**config.mk**
```make
export PLATFORM = sky130hd
export DESIGN_NAME = ifu_fetch_flat
export DESIGN_NICKNAME = d
export VERILOG_FILES = /design/src/rtl/ifu_fetch_pkg.sv /design/src/rtl/ifu_fetch_if.sv /design/src/rtl/ifu_addr_check.sv /design/src/rtl/ifu_fetch.sv /design/src/flat_wrapper.sv
export SDC_FILE = /design/constraint.sdc
export NUM_CORES = 1
export LEC_CHECK = 0
export CORE_ASPECT_RATIO = 0.9
export CORE_MARGIN = 2
export CORE_UTILIZATION = 30
export CTS_CLUSTER_SIZE = 25
export DETAILED_ROUTE_END_ITERATION = 6
export MAX_ROUTING_LAYER = met4
export PLACE_DENSITY = 0.67
export SLEW_MARGIN = 30
export SYNTH_ARGS = -nofsm -noshare
export SYNTH_HDL_FRONTEND = slang
export SYNTH_HIERARCHICAL = 1
export SYNTH_SLANG_ARGS = --single-unit
```
**constraint.sdc**
```tcl
create_clock -name clk -period 2.44 [get_ports clk]
set_input_delay 0.366 -clock clk [delete_from_list [all_inputs] [get_ports clk]]
set_output_delay 0.366 -clock clk [all_outputs]
set_load 0.01 [all_outputs]
```
**src/rtl/ifu_fetch_pkg.sv**
```systemverilog
// Shared definitions for the instruction-fetch stage: FSM state encoding,
// default PC / fetch-window values and small PC helpers.
package ifu_fetch_pkg;

    // Fetch FSM states, 3-bit encoding
    typedef enum logic [2:0] {
        S_IDLE  = 3'd0,
        S_ISSUE = 3'd1,
        S_WAIT  = 3'd2,
        S_HOLD  = 3'd3,
        S_DROP  = 3'd4
    } fetch_state_t;

    // Architectural PC after reset and the legal instruction-memory window
    localparam logic [31:0] DEFAULT_RESET_PC   = 32'h0000_3000;
    localparam logic [31:0] DEFAULT_IMEM_BASE  = 32'h0000_3000;
    localparam logic [31:0] DEFAULT_IMEM_BYTES = 32'h0000_4000;

    // Instruction word handed to decode when the fetch address is illegal
    localparam logic [31:0] NOP = 32'h0000_0000;

    // Sequential successor of a PC; wraps modulo 2^32
    function automatic logic [31:0] pc_plus4(input logic [31:0] pc);
        return pc + 32'd4;
    endfunction

endpackage

```
**src/rtl/ifu_fetch_if.sv**
```systemverilog
// Bundles the fetch stage's three conversations: redirects from next-PC
// logic, the instruction-memory read port and the hand-off to decode.
// The master modport is the fetch unit's view, slave is everyone else's.
interface ifu_fetch_if;

    logic        redirect;
    logic [31:0] redirect_pc;

    logic        imem_req;
    logic [31:0] imem_addr;
    logic        imem_rvalid;
    logic [31:0] imem_rdata;

    logic        if_valid;
    logic        if_ready;
    logic [31:0] if_instr;
    logic [31:0] if_pc;
    logic [31:0] if_pc_4;
    logic        if_exc_adel;

    modport master (
        input  redirect, redirect_pc,
        input  imem_rvalid, imem_rdata,
        input  if_ready,
        output imem_req, imem_addr,
        output if_valid, if_instr, if_pc, if_pc_4, if_exc_adel
    );

    modport slave (
        output redirect, redirect_pc,
        output imem_rvalid, imem_rdata,
        output if_ready,
        input  imem_req, imem_addr,
        input  if_valid, if_instr, if_pc, if_pc_4, if_exc_adel
    );

endinterface

```
**src/rtl/ifu_addr_check.sv**
```systemverilog
// Combinational address-legality check: flags a word access that is
// misaligned or falls outside [BASE, BASE+BYTES). Written generically so
// the data-memory stage can reuse it with its own window.
module ifu_addr_check
    import ifu_fetch_pkg::*;
#(
    parameter logic [31:0] BASE  = DEFAULT_IMEM_BASE,
    parameter logic [31:0] BYTES = DEFAULT_IMEM_BYTES
) (
    input  logic [31:0] addr,
    output logic        bad
);

    // Upper bound is exclusive and computed in 32-bit wrapping arithmetic
    localparam logic [31:0] LIMIT = BASE + BYTES;

    // Misaligned, below the window, or at/above its end
    always_comb begin
        bad = (addr[1:0] != 2'b00) || (addr < BASE) || (addr >= LIMIT);
    end

endmodule

```
**src/rtl/ifu_fetch.sv**
```systemverilog
// Instruction-fetch stage. Owns the architectural PC, issues one
// instruction-memory read at a time and hands the fetched word (or an
// address-error marker) to decode over a valid/ready handshake. Redirects
// from next-PC logic override everything, including a pending handshake.
module ifu_fetch
    import ifu_fetch_pkg::*;
#(
    parameter logic [31:0] RESET_PC   = DEFAULT_RESET_PC,
    parameter logic [31:0] IMEM_BASE  = DEFAULT_IMEM_BASE,
    parameter logic [31:0] IMEM_BYTES = DEFAULT_IMEM_BYTES
) (
    input logic         clk,
    input logic         rst_n,
    ifu_fetch_if.master bus
);

    fetch_state_t state;
    fetch_state_t state_next;

    logic [31:0] pc;
    logic [31:0] pc_next;
    logic        pc_bad;

    logic [31:0] hold_instr;
    logic [31:0] hold_pc;
    logic [31:0] hold_pc_4;
    logic        hold_exc;

    logic        load_hold;
    logic [31:0] load_instr;
    logic        load_exc;
    logic        req;

    ifu_addr_check #(
        .BASE  (IMEM_BASE),
        .BYTES (IMEM_BYTES)
    ) u_addr_check (
        .addr (pc),
        .bad  (pc_bad)
    );

    // A request goes out only from ISSUE and only for a legal address
    always_comb begin
        req = (state == S_ISSUE) && !pc_bad;
    end

    assign bus.imem_req    = req;
    assign bus.imem_addr   = pc;
    assign bus.if_valid    = (state == S_HOLD);
    assign bus.if_instr    = hold_instr;
    assign bus.if_pc       = hold_pc;
    assign bus.if_pc_4     = hold_pc_4;
    assign bus.if_exc_adel = hold_exc;

    // Next-state, next-PC and hold-register load decisions
    always_comb begin
        state_next = state;
        pc_next    = pc;
        load_hold  = 1'b0;
        load_instr = NOP;
        load_exc   = 1'b0;

        case (state)
            S_IDLE: begin
                state_next = S_ISSUE;
            end

            S_ISSUE: begin
                if (bus.redirect) begin
                    // A request issued this cycle must have its response dropped
                    pc_next    = bus.redirect_pc;
                    state_next = req ? S_DROP : S_ISSUE;
                end else if (pc_bad) begin
                    load_hold  = 1'b1;
                    load_instr = NOP;
                    load_exc   = 1'b1;
                    state_next = S_HOLD;
                end else begin
                    state_next = S_WAIT;
                end
            end

            S_WAIT: begin
                if (bus.redirect) begin
                    pc_next    = bus.redirect_pc;
                    state_next = bus.imem_rvalid ? S_ISSUE : S_DROP;
                end else if (bus.imem_rvalid) begin
                    load_hold  = 1'b1;
                    load_instr = bus.imem_rdata;
                    load_exc   = 1'b0;
                    state_next = S_HOLD;
                end
            end

            S_HOLD: begin
                if (bus.redirect) begin
                    // No delay slot: the held instruction is thrown away
                    pc_next    = bus.redirect_pc;
                    state_next = S_ISSUE;
                end else if (bus.if_ready) begin
                    pc_next    = pc_plus4(pc);
                    state_next = S_ISSUE;
                end
            end

            S_DROP: begin
                if (bus.redirect) begin
                    pc_next = bus.redirect_pc;
                end
                if (bus.imem_rvalid) begin
                    state_next = S_ISSUE;
                end
            end

            default: begin
                state_next = S_IDLE;
            end
        endcase
    end

    // State and PC registers
    always_ff @(posedge clk or negedge rst_n) begin
        if (!rst_n) begin
            state <= S_IDLE;
            pc    <= RESET_PC;
        end else begin
            state <= state_next;
            pc    <= pc_next;
        end
    end

    // Decode-facing hold registers, loaded when an instruction is captured
    always_ff @(posedge clk or negedge rst_n) begin
        if (!rst_n) begin
            hold_instr <= NOP;
            hold_pc    <= RESET_PC;
            hold_pc_4  <= pc_plus4(RESET_PC);
            hold_exc   <= 1'b0;
        end else if (load_hold) begin
            hold_instr <= load_instr;
            hold_pc    <= pc;
            hold_pc_4  <= pc_plus4(pc);
            hold_exc   <= load_exc;
        end
    end

endmodule

```
**src/flat_wrapper.sv**
```systemverilog
// flat-port wrapper written by rule: the top's interface ports become plain ports
module ifu_fetch_flat import ifu_fetch_pkg::*;
#(
    parameter logic [31:0] RESET_PC   = DEFAULT_RESET_PC,
    parameter logic [31:0] IMEM_BASE  = DEFAULT_IMEM_BASE,
    parameter logic [31:0] IMEM_BYTES = DEFAULT_IMEM_BYTES
)
  (clk, rst_n, bus_redirect, bus_redirect_pc, bus_imem_rvalid, bus_imem_rdata, bus_if_ready, bus_imem_req, bus_imem_addr, bus_if_valid, bus_if_instr, bus_if_pc, bus_if_pc_4, bus_if_exc_adel);
  ifu_fetch_if bus_i ();
  input logic clk;
  input logic rst_n;
  input wire logic [$bits(bus_i.redirect)-1:0] bus_redirect;
  input wire logic [$bits(bus_i.redirect_pc)-1:0] bus_redirect_pc;
  input wire logic [$bits(bus_i.imem_rvalid)-1:0] bus_imem_rvalid;
  input wire logic [$bits(bus_i.imem_rdata)-1:0] bus_imem_rdata;
  input wire logic [$bits(bus_i.if_ready)-1:0] bus_if_ready;
  output wire logic [$bits(bus_i.imem_req)-1:0] bus_imem_req;
  output wire logic [$bits(bus_i.imem_addr)-1:0] bus_imem_addr;
  output wire logic [$bits(bus_i.if_valid)-1:0] bus_if_valid;
  output wire logic [$bits(bus_i.if_instr)-1:0] bus_if_instr;
  output wire logic [$bits(bus_i.if_pc)-1:0] bus_if_pc;
  output wire logic [$bits(bus_i.if_pc_4)-1:0] bus_if_pc_4;
  output wire logic [$bits(bus_i.if_exc_adel)-1:0] bus_if_exc_adel;
  assign bus_i.redirect = bus_redirect;
  assign bus_i.redirect_pc = bus_redirect_pc;
  assign bus_i.imem_rvalid = bus_imem_rvalid;
  assign bus_i.imem_rdata = bus_imem_rdata;
  assign bus_i.if_ready = bus_if_ready;
  assign bus_imem_req = bus_i.imem_req;
  assign bus_imem_addr = bus_i.imem_addr;
  assign bus_if_valid = bus_i.if_valid;
  assign bus_if_instr = bus_i.if_instr;
  assign bus_if_pc = bus_i.if_pc;
  assign bus_if_pc_4 = bus_i.if_pc_4;
  assign bus_if_exc_adel = bus_i.if_exc_adel;
  ifu_fetch #(.RESET_PC(RESET_PC), .IMEM_BASE(IMEM_BASE), .IMEM_BYTES(IMEM_BYTES)) u_core (.clk(clk), .rst_n(rst_n), .bus(bus_i));
endmodule
```
; ---- Word level (Yosys, flattened, before mapping)
; Cells that the tools add are included.
[classes]
n_addsub = 1
order_cmp = 2
n_eq_ne = 8
n_mux = 23
reduce_logical = 10
[op_table]
columns = op, n
row1 = 32-bit 2-to-1 mux, 6
row2 = 32-bit case mux with 2 select lines, 1
row3 = "32-bit by 3-bit adder with 32-bit output, second input constant", 1
row4 = "32-bit by 15-bit greater-or-equal comparator with 1-bit output, second input constant", 1
row5 = "32-bit by 14-bit less-than comparator with 1-bit output, second input constant", 1
row6 = 3-bit 2-to-1 mux, 8
row7 = 3-bit case mux with 5 select lines, 1
row8 = "3-bit by 2-bit equality test with 1-bit output, second input constant", 2
row9 = 1-bit 2-to-1 mux, 6
row10 = "3-bit inequality test, second input constant", 2
row11 = 3-bit AND reduction, 2
row12 = 2-bit nonzero test, 2
row13 = "3-bit by 1-bit equality test with 1-bit output, second input constant", 1
row14 = "3-bit equality test, second input constant", 1
row15 = 3-bit zero test, 1
row16 = 3-bit OR reduction, 1
row17 = 1-bit logical OR, 2
row18 = "2-bit by 1-bit inequality test with 1-bit output, second input constant", 1
row19 = "2-bit inequality test, second input constant", 1
row20 = 1-bit case mux with 2 select lines, 1
row21 = 1-bit logical AND, 1
row22 = 1-bit zero test, 1
[totals]
regBits = 132
word_cells = 50

; ---- Depth between registers and ports, before layout
; Gate-level depths: netlist of run 1.
[logic_depth]
ltp_word = 8
ltp_mapped = 10
ltp_nobuf = 8

; ---- Modules after synthesis
; Netlist of run 1, hierarchy kept.
[by_module_without_submodules]
columns = module, n_inst, cells_each, area_per_inst_um2, seq_area_each_um2
row1 = ifu_fetch, 1, 630, 6097.1, 3261.9
row2 = ifu_addr_check, 1, 9, 55.1, 0.0

; ---- Worst setup path before layout of run 1
; No wires, ideal clock.
[synth_timing]
path_kind = register to register
startpoint = register u_core.pc[26] (netlist: u_core/bus.imem_addr[26])
endpoint = register u_core.hold_instr[21] (netlist: u_core/bus.if_instr[21])
setup_time_ns = 0.066
t_arrival_ns = 2.088
t_required_ns = 2.374
slack_ns = 0.285
path_stages_with_launch = 10
period_less_slack_ns = 2.155
path_cell_list = dfrtp_1 > nor4_1 > and3_1 > nand4_1 > nand2_1 > o21ai_0 > nand2_1 > clkbuf_1 > clkbuf_1 > a22o_1
[synth_between]
elab_chain_cells = 6
elab_cells_between_ends = 7
[synth_rtl]
columns = item, line_no
row1 = from (decl), ifu_fetch.sv:20  ; logic [31:0] pc;
row2 = from (signal assigned), ifu_fetch.sv:128  ; pc <= pc_next;
row3 = 32-bit by 14-bit less-than comparator with 1-bit output, ifu_addr_check.sv:19  ; bad = (addr[1:0] != 2'b00) || (addr < BASE) || (addr >= LIMIT);
row4 = 1-bit logical OR, ifu_addr_check.sv:19
row5 = 1-bit logical OR *, ifu_addr_check.sv:19
row6 = via u_core.pc_bad, ifu_fetch.sv:22  ; logic pc_bad;
row7 = 1-bit 2-to-1 mux *, ifu_fetch.sv:73  ; end else if (pc_bad) begin
row8 = 1-bit 2-to-1 mux *, ifu_fetch.sv:69  ; if (bus.redirect) begin
row9 = 1-bit case mux with 2 select lines *, ifu_fetch.sv:63  ; case (state)
row10 = to (signal assigned), ifu_fetch.sv:140  ; hold_instr <= load_instr;
row11 = to (decl), ifu_fetch.sv:24  ; logic [31:0] hold_instr;
; The timed path passes the listed nets; every way through them passes the cells marked *.
; A chain may end at the register's enable or synchronous reset.

; ---- Worst setup path after layout of run 1
[layout_timing]
startpoint = register u_core.pc[26] (netlist: u_core/bus.imem_addr[26])
endpoint = output port bus_imem_req
[layout_between]
elab_chain_cells = 5
elab_cells_between_ends = 6
[layout_rtl]
columns = item, line_no
row1 = 32-bit by 14-bit less-than comparator with 1-bit output, ifu_addr_check.sv:19
row2 = 1-bit logical OR, ifu_addr_check.sv:19
row3 = 1-bit logical OR *, ifu_addr_check.sv:19
row4 = via u_core.pc_bad, ifu_fetch.sv:22
row5 = 1-bit zero test *, ifu_fetch.sv:44  ; req = (state == S_ISSUE) && !pc_bad;
row6 = 1-bit logical AND *, ifu_fetch.sv:44
row7 = to (decl), flat_wrapper.sv:17  ; output wire logic [$bits(bus_i.imem_req)-1:0] bus_imem_req;
; Marks and branches as above.

==> impl_metrics.py, run 1 <==
metrics = {
    "logic_synthesis": {
        "yosys.area.top_type_share_pct": 50.0,
        "synth_edf_count": 0,
        "yosys.area.top_type": "dfrtp_1",
        "yosys.area_share.simple_pct": 21.3,
        "synth_cells": 639,
        "ys.warnings.count": 6,
        "syn-num-nets": 709,
        "ys_top_cells_by_area": "dfrtp_1, nand2_1, a22o_1",
        "synthFlopType": "dfrtp_1",
        "async_flop_share_pct": 100,
        "synth_compound_gate_area_share_pct": 15.7,
        "synthMuxAreaShare_pct": 1.22,
        "ys_seq_area_share_pct": 53.0,
        "synth_top_family_by_area": "simple AND/OR/NAND/NOR gates",
        "syn_area_um2": 6150,
        "synth_adder_area_share_pct": 0.203,
        "synth_xor_area_share_pct": 4.27,
        "syn_avg_cell_area_um2": 9.63,
        "synth_cell_types": 57,
        "ys_ff_latch": 130,
    },
    "worst_setup_path": {
        "ff2ff_path_depth": 6,
        "crit_path_start": "u_core/bus.imem_addr[26]",
        "rr_endpoint": "u_core/bus.imem_addr[18]",
        "crit_fanout": 2,
        "rr_startpoint": "u_core/state[2]",
        "end_kind": "primary output",
        "crit_end": "bus_imem_req",
        "r2r_setup_slack_ps": 250,
        "cp-start-kind": "flop",
        "path_class": "reg2out",
        "critPathArrivalTime_ps": 2000,
        "crit_required_ps": 2070,
    },
    "clock_network": {
        "clk_pin_slew_worst_paths_ps": 60,
        "cts_max_level": 4,
        "cts_buffer_depth": 2,
        "cts_tree": "built",
        "cts_setup_buffers": 0,
        "cts_made_buffers": 17,
        "cts_sinks": 130,
        "cts_root_buf": "clkbuf_16",
        "clk_latency_ps": 410,
    },
    "global_route": {
        "antenna_found_initial": 0,
        "grt_pass1_vias": 5556,
        "gr-total-overflow": 0,
        "grt_max_degree": 53,
        "grt_pass1_wl_mm": 31.0,
        "grt_use_total_pct": 18.9,
    },
    "sta": {
        "fin_crit_ps": 2370,
        "max_freq_mhz": 422,
        "skew_ps": 10.5,
        "setup_slack_ps": 73.0,
        "drv_slew": 0,
        "timing.slew.headroom_pct": 57.5,
        "period_share_pct": 97.0,
        "worstMarginPinSlew_ps": 636,
        "finalSetupViolations": 0,
        "hold_viol_final": 0,
    },
    "die": {
        "dieHeight_um": 140,
        "initial_core_util_pct": 30.7,
        "ioPinCount": 200,
        "rows": 49,
        "die_area_um2": 21700,
        "die_w_um": 155,
        "core_area_um2": 20000,
    },
    "final_layout": {
        "n_antenna_cell": 0,
        "utilization_pct": 46.4,
        "final-seq-area_um2": 3260,
        "multi_input_area_um2": 2680,
        "layout-drive-gt1-share_pct": 12.8,
        "syn_to_final_growth_pct": 51.2,
        "fillCellCount": 1885,
        "nets": 921,
    },
    "place": {
        "hpwl_mm": 14.2,
        "placement.io_buffers": 199,
        "gp_congestion": 0.865,
        "dp_slack_ps": 118,
    },
    "routing": {
        "avgRoutedWirePerCell_um": 17.3,
        "drcViolationCount": 0,
        "viasPerCell": 4.85,
        "wl_mm": 19.4,
        "dr_total_vias": 5424,
        "drtIter0Drc": 373,
        "drtPass1Iterations": 4,
        "ant_nets": 0,
    },
    "pwr": {
        "intPower_mw": 4.85,
        "p_sw_share_pct": 27.7,
        "ir_drop_mv": 0.379,
        "power_switching_mw": 1.86,
        "power_frac_comb_pct": 24.3,
        "leakagePower_nw": 4.01,
        "pwr-share-seq_pct": 38.5,
        "clkPwrFrac_pct": 37.2,
        "powerDensity_nw_per_um2": 722,
    },
    "worst_hold_path": {
        "hold_path.class": "in2async",
    },
    "status": {
        "status": "finished clean",
    },
    "run": {
        "maxCapViolCount": 0,
    },
}
metal layers:
layer	track usage (%)	wire, um
met1	26.0	9040
met2	27.4	8810
met3	4.45	1230
met4	6.14	281
met5	-	0
layout make-up:
class,count,area share [%]
flip-flops and latches,130,35.1
multi-input cells,449,28.8
repair buffers,249,26.3
clock buffers,22,5.10
well taps,255,3.43
clock inverters,10,1.16
inverters,4,0.161
through the flow:
| step | setup TNS, ps | total power [mW] | cell area (um^2) | hold WS (ps) | instances |
|---|---|---|---|---|---|
| final | 0 | 6.71 | 9300 | 444 | 1119 |
| after global routing | -20.8 | 7.07 | 9300 | 485 | 1119 |
| after CTS | 0 | 6.80 | 9280 | 450 | 1119 |
| after detailed placement | 0 | 4.25 | 8680 | 336 | 1086 |
| after global placement | 0 | 4.23 | 8680 | 335 | 1086 |
| after floorplan | 0 | 3.27 | 6150 | 70.4 | 639 |
cells in the mapped netlist (12+ instances only):
| cell | count |
|---|---|
| dfrtp_1 | 123 |
| nand4_1 | 16 |
| nor2_1 | 22 |
| clkbuf_1 | 32 |
| buf_2 | 18 |
| o21ai_0 | 46 |
| a22o_1 | 36 |
| nand3_1 | 17 |
| a21oi_1 | 16 |
| xor2_1 | 12 |
| nand2_1 | 158 |
| xnor2_1 | 18 |
cell families after synthesis:
| logic type | after synthesis |
|---|---|
| AND/OR/NAND/NOR | 270 |
| AO/OA/AOI/OAI | 141 |
| flip-flops | 130 |
| buffers and inverters | 60 |
| XOR/XNOR | 30 |
| multiplexers | 7 |
| adder cells (fa/ha/maj) | 1 |
how the worst min path moves through the flow:
stage | from | to | slack (ps)
5_1_grt | rst_n | u_core/bus.if_pc[10] | 480
4_1_cts | rst_n | u_core/bus.if_pc[10] | 450
3_3_place_gp | rst_n | u_core/bus.if_pc[10] | 330
3_5_place_dp | rst_n | u_core/bus.if_pc[10] | 340
2_1_floorplan | rst_n | u_core/bus.if_exc_adel | 70
6_report | rst_n | u_core/bus.if_pc[10] | 440
critical path, cell delays in order (launching register included):
cell and delay (ps):
dfrtp_1 390, nor4_2 290, and3_1 180, nand4_1 190
nor4b_2 270, clkdlybuf4s15_2 270
state kept, by name (all words and copies together), names as in the netlist:
| name | flops |
|---|---|
| u_core/bus.if_pc_4 | 30 |
| u_core/bus.if_instr | 32 |
| u_core/bus.if_pc | 32 |
| u_core/bus.imem_addr | 32 |
| u_core/bus.if_exc_adel | 1 |
| u_core/state | 3 |
layout by cell type, fill, tap and decap left out, drive strengths merged, types with 7 or more instances in the layout:
cell type	synthesis	routed
clkdlybuf4s50	0	197
and3	7	7
o21ai	51	51
nor2	24	24
nand4	17	17
clkbuf	33	22
buf	23	50
a21oi	16	16
a2bb2oi	8	8
xor2	12	12
xnor2	18	18
dfstp	7	7
nor3	7	7
nand2	158	158
dfrtp	123	123
nand3	17	17
a22o	36	36
nor4	11	11
power by group through the flow:
stage	Clock, mW	Combinational (mW)	Sequential [mW]
final	2.50	1.63	2.58
after global routing	2.67	1.78	2.62
after CTS	2.57	1.65	2.58
after detailed placement	0	1.64	2.62
after global placement	0	1.62	2.61
after floorplan	0	0.516	2.75
repair_timing:
item,CTS,global route
resized for setup,5,4
setup endpoints to repair,1,14
endpoints found under the hold margin,43,0
hold buffers,1,0
pin swaps,0,1
(Power assumes the default switching activity.)
==> run 2, diff against run 1 <==
- CORE_ASPECT_RATIO: 0.9 -> 0.8
- GPL_ROUTABILITY_DRIVEN: not set -> 0
==> run 2 against run 1 <==
Effect of this change: clock power up 3%; combinational power about the same; sequential power about the same; clock skew up 2.8 ps; die area about the same; wire length up 1.2%; sequential cell count unchanged; design area up 0.35%; total power up 1.3%; first-iteration DRC count up 5.4%; highest routed layer unchanged.
==> impl_metrics.py, run 2 (synthesis gave the netlist of run 1 again) <==
metrics = {
    "status": {
        "status": "finished clean",
    },
    "routing": {
        "dr_total_vias": 5532,
        "drtIter0Drc": 393,
        "drtPass1Iterations": 5,
        "wl_mm": 19.6,
        "ant_nets": 0,
        "viasPerCell": 4.89,
        "drcViolationCount": 0,
        "avgRoutedWirePerCell_um": 17.3,
    },
    "sta": {
        "finalSetupViolations": 0,
        "rsz0062_at_grt": "false",
        "timing.slew.headroom_pct": 54.7,
        "period_share_pct": 93.4,
        "worstMarginPinSlew_ps": 678,
        "drv_slew": 0,
        "max_freq_mhz": 439,
        "tns_ps": 0,
        "hold_viol_final": 0,
        "fin_crit_ps": 2280,
        "hold_ws_ps": 465,
        "skew_ps": 13.3,
    },
    "worst_hold_path": {
        "min_delay_path_depth": 2,
        "hold_start": "u_core/bus.if_pc[13]",
        "hold_end": "u_core/bus.if_pc[13]",
        "hold_path.class": "reg2reg",
    },
    "die": {
        "dieHeight_um": 132,
        "die_area_um2": 21700,
        "initial_core_util_pct": 30.8,
        "core_area_um2": 20000,
        "ioPinCount": 200,
        "rows": 46,
        "die_w_um": 164,
    },
    "final_layout": {
        "stdcell_count": 1132,
        "n_antenna_cell": 0,
        "layout-drive-gt1-share_pct": 13.2,
        "layout_commonest_cell": "clkdlybuf4s50_1",
        "nets": 925,
        "layout_common_cells": "clkdlybuf4s50_1, nand2_1, dfrtp_1",
        "fillCellCount": 1911,
        "syn_to_final_growth_pct": 51.7,
    },
    "clock_network": {
        "clk_pin_slew_worst_paths_ps": 60,
        "cts_root_buf": "clkbuf_16",
        "cts_sinks": 130,
        "cts_made_buffers": 17,
        "cts_buffer_depth": 2,
        "clk_latency_ps": 420,
        "cts_max_level": 4,
        "cts_tree": "built",
    },
    "worst_setup_path": {
        "path_buf_inv": 2,
        "cp-start-kind": "flop",
        "rr_startpoint": "u_core/bus.imem_addr[12]",
        "rr_endpoint": "u_core/bus.if_pc_4[24]",
        "r2r_setup_slack_ps": 280,
        "ff2ff_path_depth": 6,
        "slowest_stage": "dfrtp_1",
        "path_class": "reg2out",
        "end_kind": "primary output",
        "crit_required_ps": 2070,
        "critPathArrivalTime_ps": 1910,
        "crit_fanout": 2,
        "path_cells": "nor4_2 > buf_4 > nand4_1 > nor4b_2 > clkbuf_2",
        "cp.depth": 5,
        "critPathTopFamily": "simple AND/OR/NAND/NOR gates",
        "max_stage_delay_ps": 380,
    },
    "global_route": {
        "grt_pass1_vias": 5449,
        "grt_max_degree": 59,
        "antenna_found_initial": 0,
        "grt_use_total_pct": 19.0,
        "grt_pass1_wl_mm": 31.0,
        "gr-total-overflow": 0,
    },
    "place": {
        "hpwl_mm": 14.3,
        "dp.cells": 1099,
        "placement.io_buffers": 199,
    },
    "pwr": {
        "leakagePower_nw": 4.02,
        "powerDensity_nw_per_um2": 729,
        "ir_drop_mv": 0.397,
    },
    "run": {
        "maxCapViolCount": 0,
    },
}
run 2: changes by cell type in the layout (fill, tap and decap cells not counted), sizes merged:
cell | previous run | this run
clkdlybuf4s15 | 1 | 0
bufinv | 2 | 3
clkinv | 5 | 8
clkinvlp | 3 | 4
clkbuf | 22 | 18
buf | 50 | 54
run 2: timing repair:
| item | CTS | global route |
|---|---|---|
| endpoints found under the setup margin | 1 | 6 |
| hold buffers | 1 | 0 |
| hold endpoints to repair | 50 | 0 |
| buffers inserted | 0 | 0 |
| gates resized for setup | 4 | 3 |
run 2: final cells by class:
class	count	area [um^2]	share of cell area, %
Inverter	4	15.0	0.161
Timing Repair Buffer	253	2470	26.5
Multi-Input combinational cell	449	2660	28.5
Sequential cell	130	3260	35.0
Tap cell	264	330	3.54
Clock inverter	15	168	1.80
Clock buffer	17	425	4.56
run 2: through the flow:
stage	setup slack, ps	power, mW	util (%)	cell area (um^2)
after floorplan	285	3.27	-	6150
after global routing	4.91	7.15	46.7	9330
after global placement	130	4.24	43.7	8720
after CTS	1.06	6.89	46.7	9330
after detailed placement	130	4.26	43.7	8720
final	161	6.80	46.7	9330
run 2: power by group:
group          leakage, nW  internal (mW)  switching, mW
registers             1.62           2.42          0.164
clock network        0.284           1.60          0.989
logic                 2.12          0.854          0.776
run 2: how the worst max path moves through the flow:
stage	start	end	slack, ps
after global placement	u_core/bus.imem_addr[26]	bus_imem_req	130
after global routing	u_core/bus.imem_addr[27]	bus_imem_req	5
after floorplan	u_core/bus.imem_addr[26]	u_core/bus.if_instr[21]	290
after CTS	u_core/bus.imem_addr[27]	bus_imem_req	1
after detailed placement	u_core/bus.imem_addr[26]	bus_imem_req	130
final	u_core/bus.imem_addr[27]	bus_imem_req	160
run 2: routing by layer:
metal	share of wire, %	up-vias	track usage (%)	wire [um]
met3	6.5	10	4.62	1280
li1	-	2658	-	-
met1	48	2678	27.5	9490
met5	0	-	-	0
met4	0.62	0	3.12	121
met2	44	186	27.1	8710
run 2: worst reg2reg max path, cell delays in order (launching register included):
cell	delay, ps
dfstp_2	530
buf_4	150
and4_4	260
and4_1	360
nand4_1	210
xor2_1	360
o21ai_0	150
==> run 3, diff against run 2 <==
- ABC_AREA: not set -> 1
- PLACE_DENSITY: 0.67 -> 0.66
==> run 3 against run 2 <==
Effect of this change: worst hold slack got worse by 14 ps; maximum frequency rose by 3.5%; wire length rose by 8.6%; sequential share of layout area fell by 0.28 points; count of clock-buffer cells in the layout rose by 10; via count rose by 14%; first-iteration DRC count rose by 34%; sequential cell count did not move; clock power fell by 10%; combinational power rose to 3.8 times the previous value; critical path type unchanged.
==> impl_metrics.py, run 3 <==
metrics = {
    "sta": {
        "period_share_pct": 90.2,
        "hold_viol_final": 0,
        "tns_ps": 0,
        "finalSetupViolations": 0,
        "hold_ws_ps": 451,
        "rsz0062_at_grt": "false",
        "skew_ps": 12.9,
        "drv_slew": 0,
        "fin_crit_ps": 2200,
        "worstMarginPinSlew_ps": 461,
        "timing.slew.headroom_pct": 69.2,
        "max_freq_mhz": 454,
    },
    "global_route": {
        "antenna_found_initial": 0,
        "grt_max_degree": 64,
        "grt_pass1_wl_mm": 32.4,
        "gr-total-overflow": 0,
        "grt_use_total_pct": 18.9,
        "grt_pass1_vias": 5802,
    },
    "clock_network": {
        "cts_root_buf": "clkbuf_16",
        "cts_max_level": 4,
        "cts_tree": "built",
        "cts_sinks": 130,
        "clk_pin_slew_worst_paths_ps": 60,
        "clk_latency_ps": 410,
        "cts_made_buffers": 17,
        "cts_buffer_depth": 2,
    },
    "status": {
        "status": "finished clean",
    },
    "routing": {
        "dr_total_vias": 6309,
        "drtPass1Iterations": 6,
        "wl_mm": 21.3,
        "avgRoutedWirePerCell_um": 15.5,
        "drcViolationCount": 0,
        "drtIter0Drc": 525,
        "viasPerCell": 4.59,
        "ant_nets": 0,
    },
    "logic_synthesis": {
        "syn_avg_cell_area_um2": 7.39,
        "synth_cell_types": 29,
        "synth_edf_count": 0,
        "synth_common_cells": "nand2_1, dfrtp_1, nand3_1, nor2_1, inv_1",
        "ys_ff_latch": 130,
        "syn-num-nets": 954,
        "synth_cells": 884,
        "syn_area_um2": 6530,
        "synthMostInstantiatedCell": "nand2_1",
        "yosys.area.top_type": "dfrtp_1",
        "async_flop_share_pct": 100,
        "ys_seq_area_share_pct": 49.9,
        "yosys.area.top_type_share_pct": 47.1,
        "ys.warnings.count": 6,
        "synthFlopType": "dfrtp_1",
        "ys_top_cells_by_area": "dfrtp_1, nand2_1, nand3_1",
    },
    "final_layout": {
        "layout_common_cells": "nand2_1, clkdlybuf4s50_1, dfrtp_1",
        "syn_to_final_growth_pct": 44.0,
        "nets": 1158,
        "layout_commonest_cell": "nand2_1",
        "layout-drive-gt1-share_pct": 6.90,
        "n_antenna_cell": 0,
    },
    "worst_setup_path": {
        "cp-start-kind": "flop",
        "crit_required_ps": 2070,
        "crit_fanout": 2,
        "end_kind": "primary output",
        "path_class": "reg2out",
        "critPathArrivalTime_ps": 1840,
    },
    "die": {
        "dieHeight_um": 136,
        "rows": 48,
        "die_w_um": 169,
        "die_area_um2": 23000,
        "core_area_um2": 21500,
        "initial_core_util_pct": 30.4,
        "ioPinCount": 200,
    },
    "pwr": {
        "powerDensity_nw_per_um2": 1310,
        "ir_drop_mv": 0.628,
        "leakagePower_nw": 4.61,
    },
    "worst_hold_path": {
        "hold_path.class": "in2async",
    },
    "place": {
        "hpwl_mm": 16.2,
        "placement.io_buffers": 199,
    },
    "run": {
        "maxCapViolCount": 0,
    },
}
[run 3: changes by cell type after synthesis, sizes merged, moves of 8 or more]
cell     delta
xnor2      -17
a2bb2oi     -8
nor4       -11
a21oi      -15
nand2     +221
nor2       +63
clkbuf     -25
nand3      +71
inv        +82
nand4      -17
a22o       -36
[run 3: timing repair]
item | in CTS | in global routing
endpoints found under the hold margin | 43 | 0
setup buffers | 0 | 0
gates resized for setup | 1 | 0
hold buffers | 1 | 0
setup endpoints to repair | 1 | 0
[run 3: routing by layer]
layer / vias up / track usage [%] / share of wire (%)
met3: 21 / 3.58 / 5.7
met5: - / - / 0
li1: 3164 / - / -
met4: 0 / 5.51 / 2.1
met1: 2900 / 27.4 / 49
met2: 224 / 26.8 / 43
[run 3: layout make-up]
cell class                      count  area, um^2
Fill cell                        2176       12100
Multi-Input combinational cell    631        2710
Clock buffer                       27         503
Clock inverter                      5        27.5
Inverter                           86         324
Sequential cell                   130        3260
Timing Repair Buffer              222        2240
Tap cell                          275         344
[run 3: kinds of logic (layout without fill, tap and decap cells)]
kind of cell | Yosys count | after routing | synth area share, %
buf+inv | 123 | 340 | 8.64
simple gates | 556 | 556 | 34.8
fa+ha+maj | 1 | 1 | 0.192
flops | 130 | 130 | 49.9
xor+xnor | 7 | 7 | 0.939
compound gates | 67 | 67 | 5.46
[run 3: worst paths after layout]
path / start / endpoint / slack, ps / cells after the start
worst max-delay path: u_core/bus.imem_addr[13] / bus_imem_req / 240 / 7
worst min-delay path: rst_n / u_core/bus.if_pc[3] / 450 / 2
worst max register to register: u_core/bus.imem_addr[13] / u_core/bus.if_pc[3] / 390 / 12
worst min register to register: u_core/bus.if_pc_4[2] / u_core/bus.if_pc_4[2] / 460 / 2
max in group asynchronous: rst_n / u_core/bus.if_instr[20] / 1250 / 3
min in group clk: u_core/bus.if_pc_4[2] / u_core/bus.if_pc_4[2] / 460 / 2
[run 3: power by group]
group | switching (mW) | internal [mW] | leakage, nW
logic | 3.39 | 2.75 | 2.71
registers | 0.788 | 3.11 | 1.64
clock network | 0.906 | 1.40 | 0.261
[run 3: critical path: stages, from the launching register on]
cell,delay [ps]
dfstp_2,530
nand2_1,60
nand2_1,60
nand3_1,60
nor2_1,120
nand3_1,130
nor2_1,160
dlygate4sd2_1,310
[run 3: metrics by stage]
step	utilization, %	cell area (um^2)	power, mW	setup slack (ps)	std cells
2_1_floorplan	-	6530	6.97	736	884
3_3_place_gp	41.3	8870	9.93	300	1343
3_5_place_dp	41.3	8870	10.0	261	1343
4_1_cts	43.8	9410	12.4	205	1376
5_1_grt	43.8	9410	13.2	70.6	1376
6_report	43.8	9410	12.3	238	1376
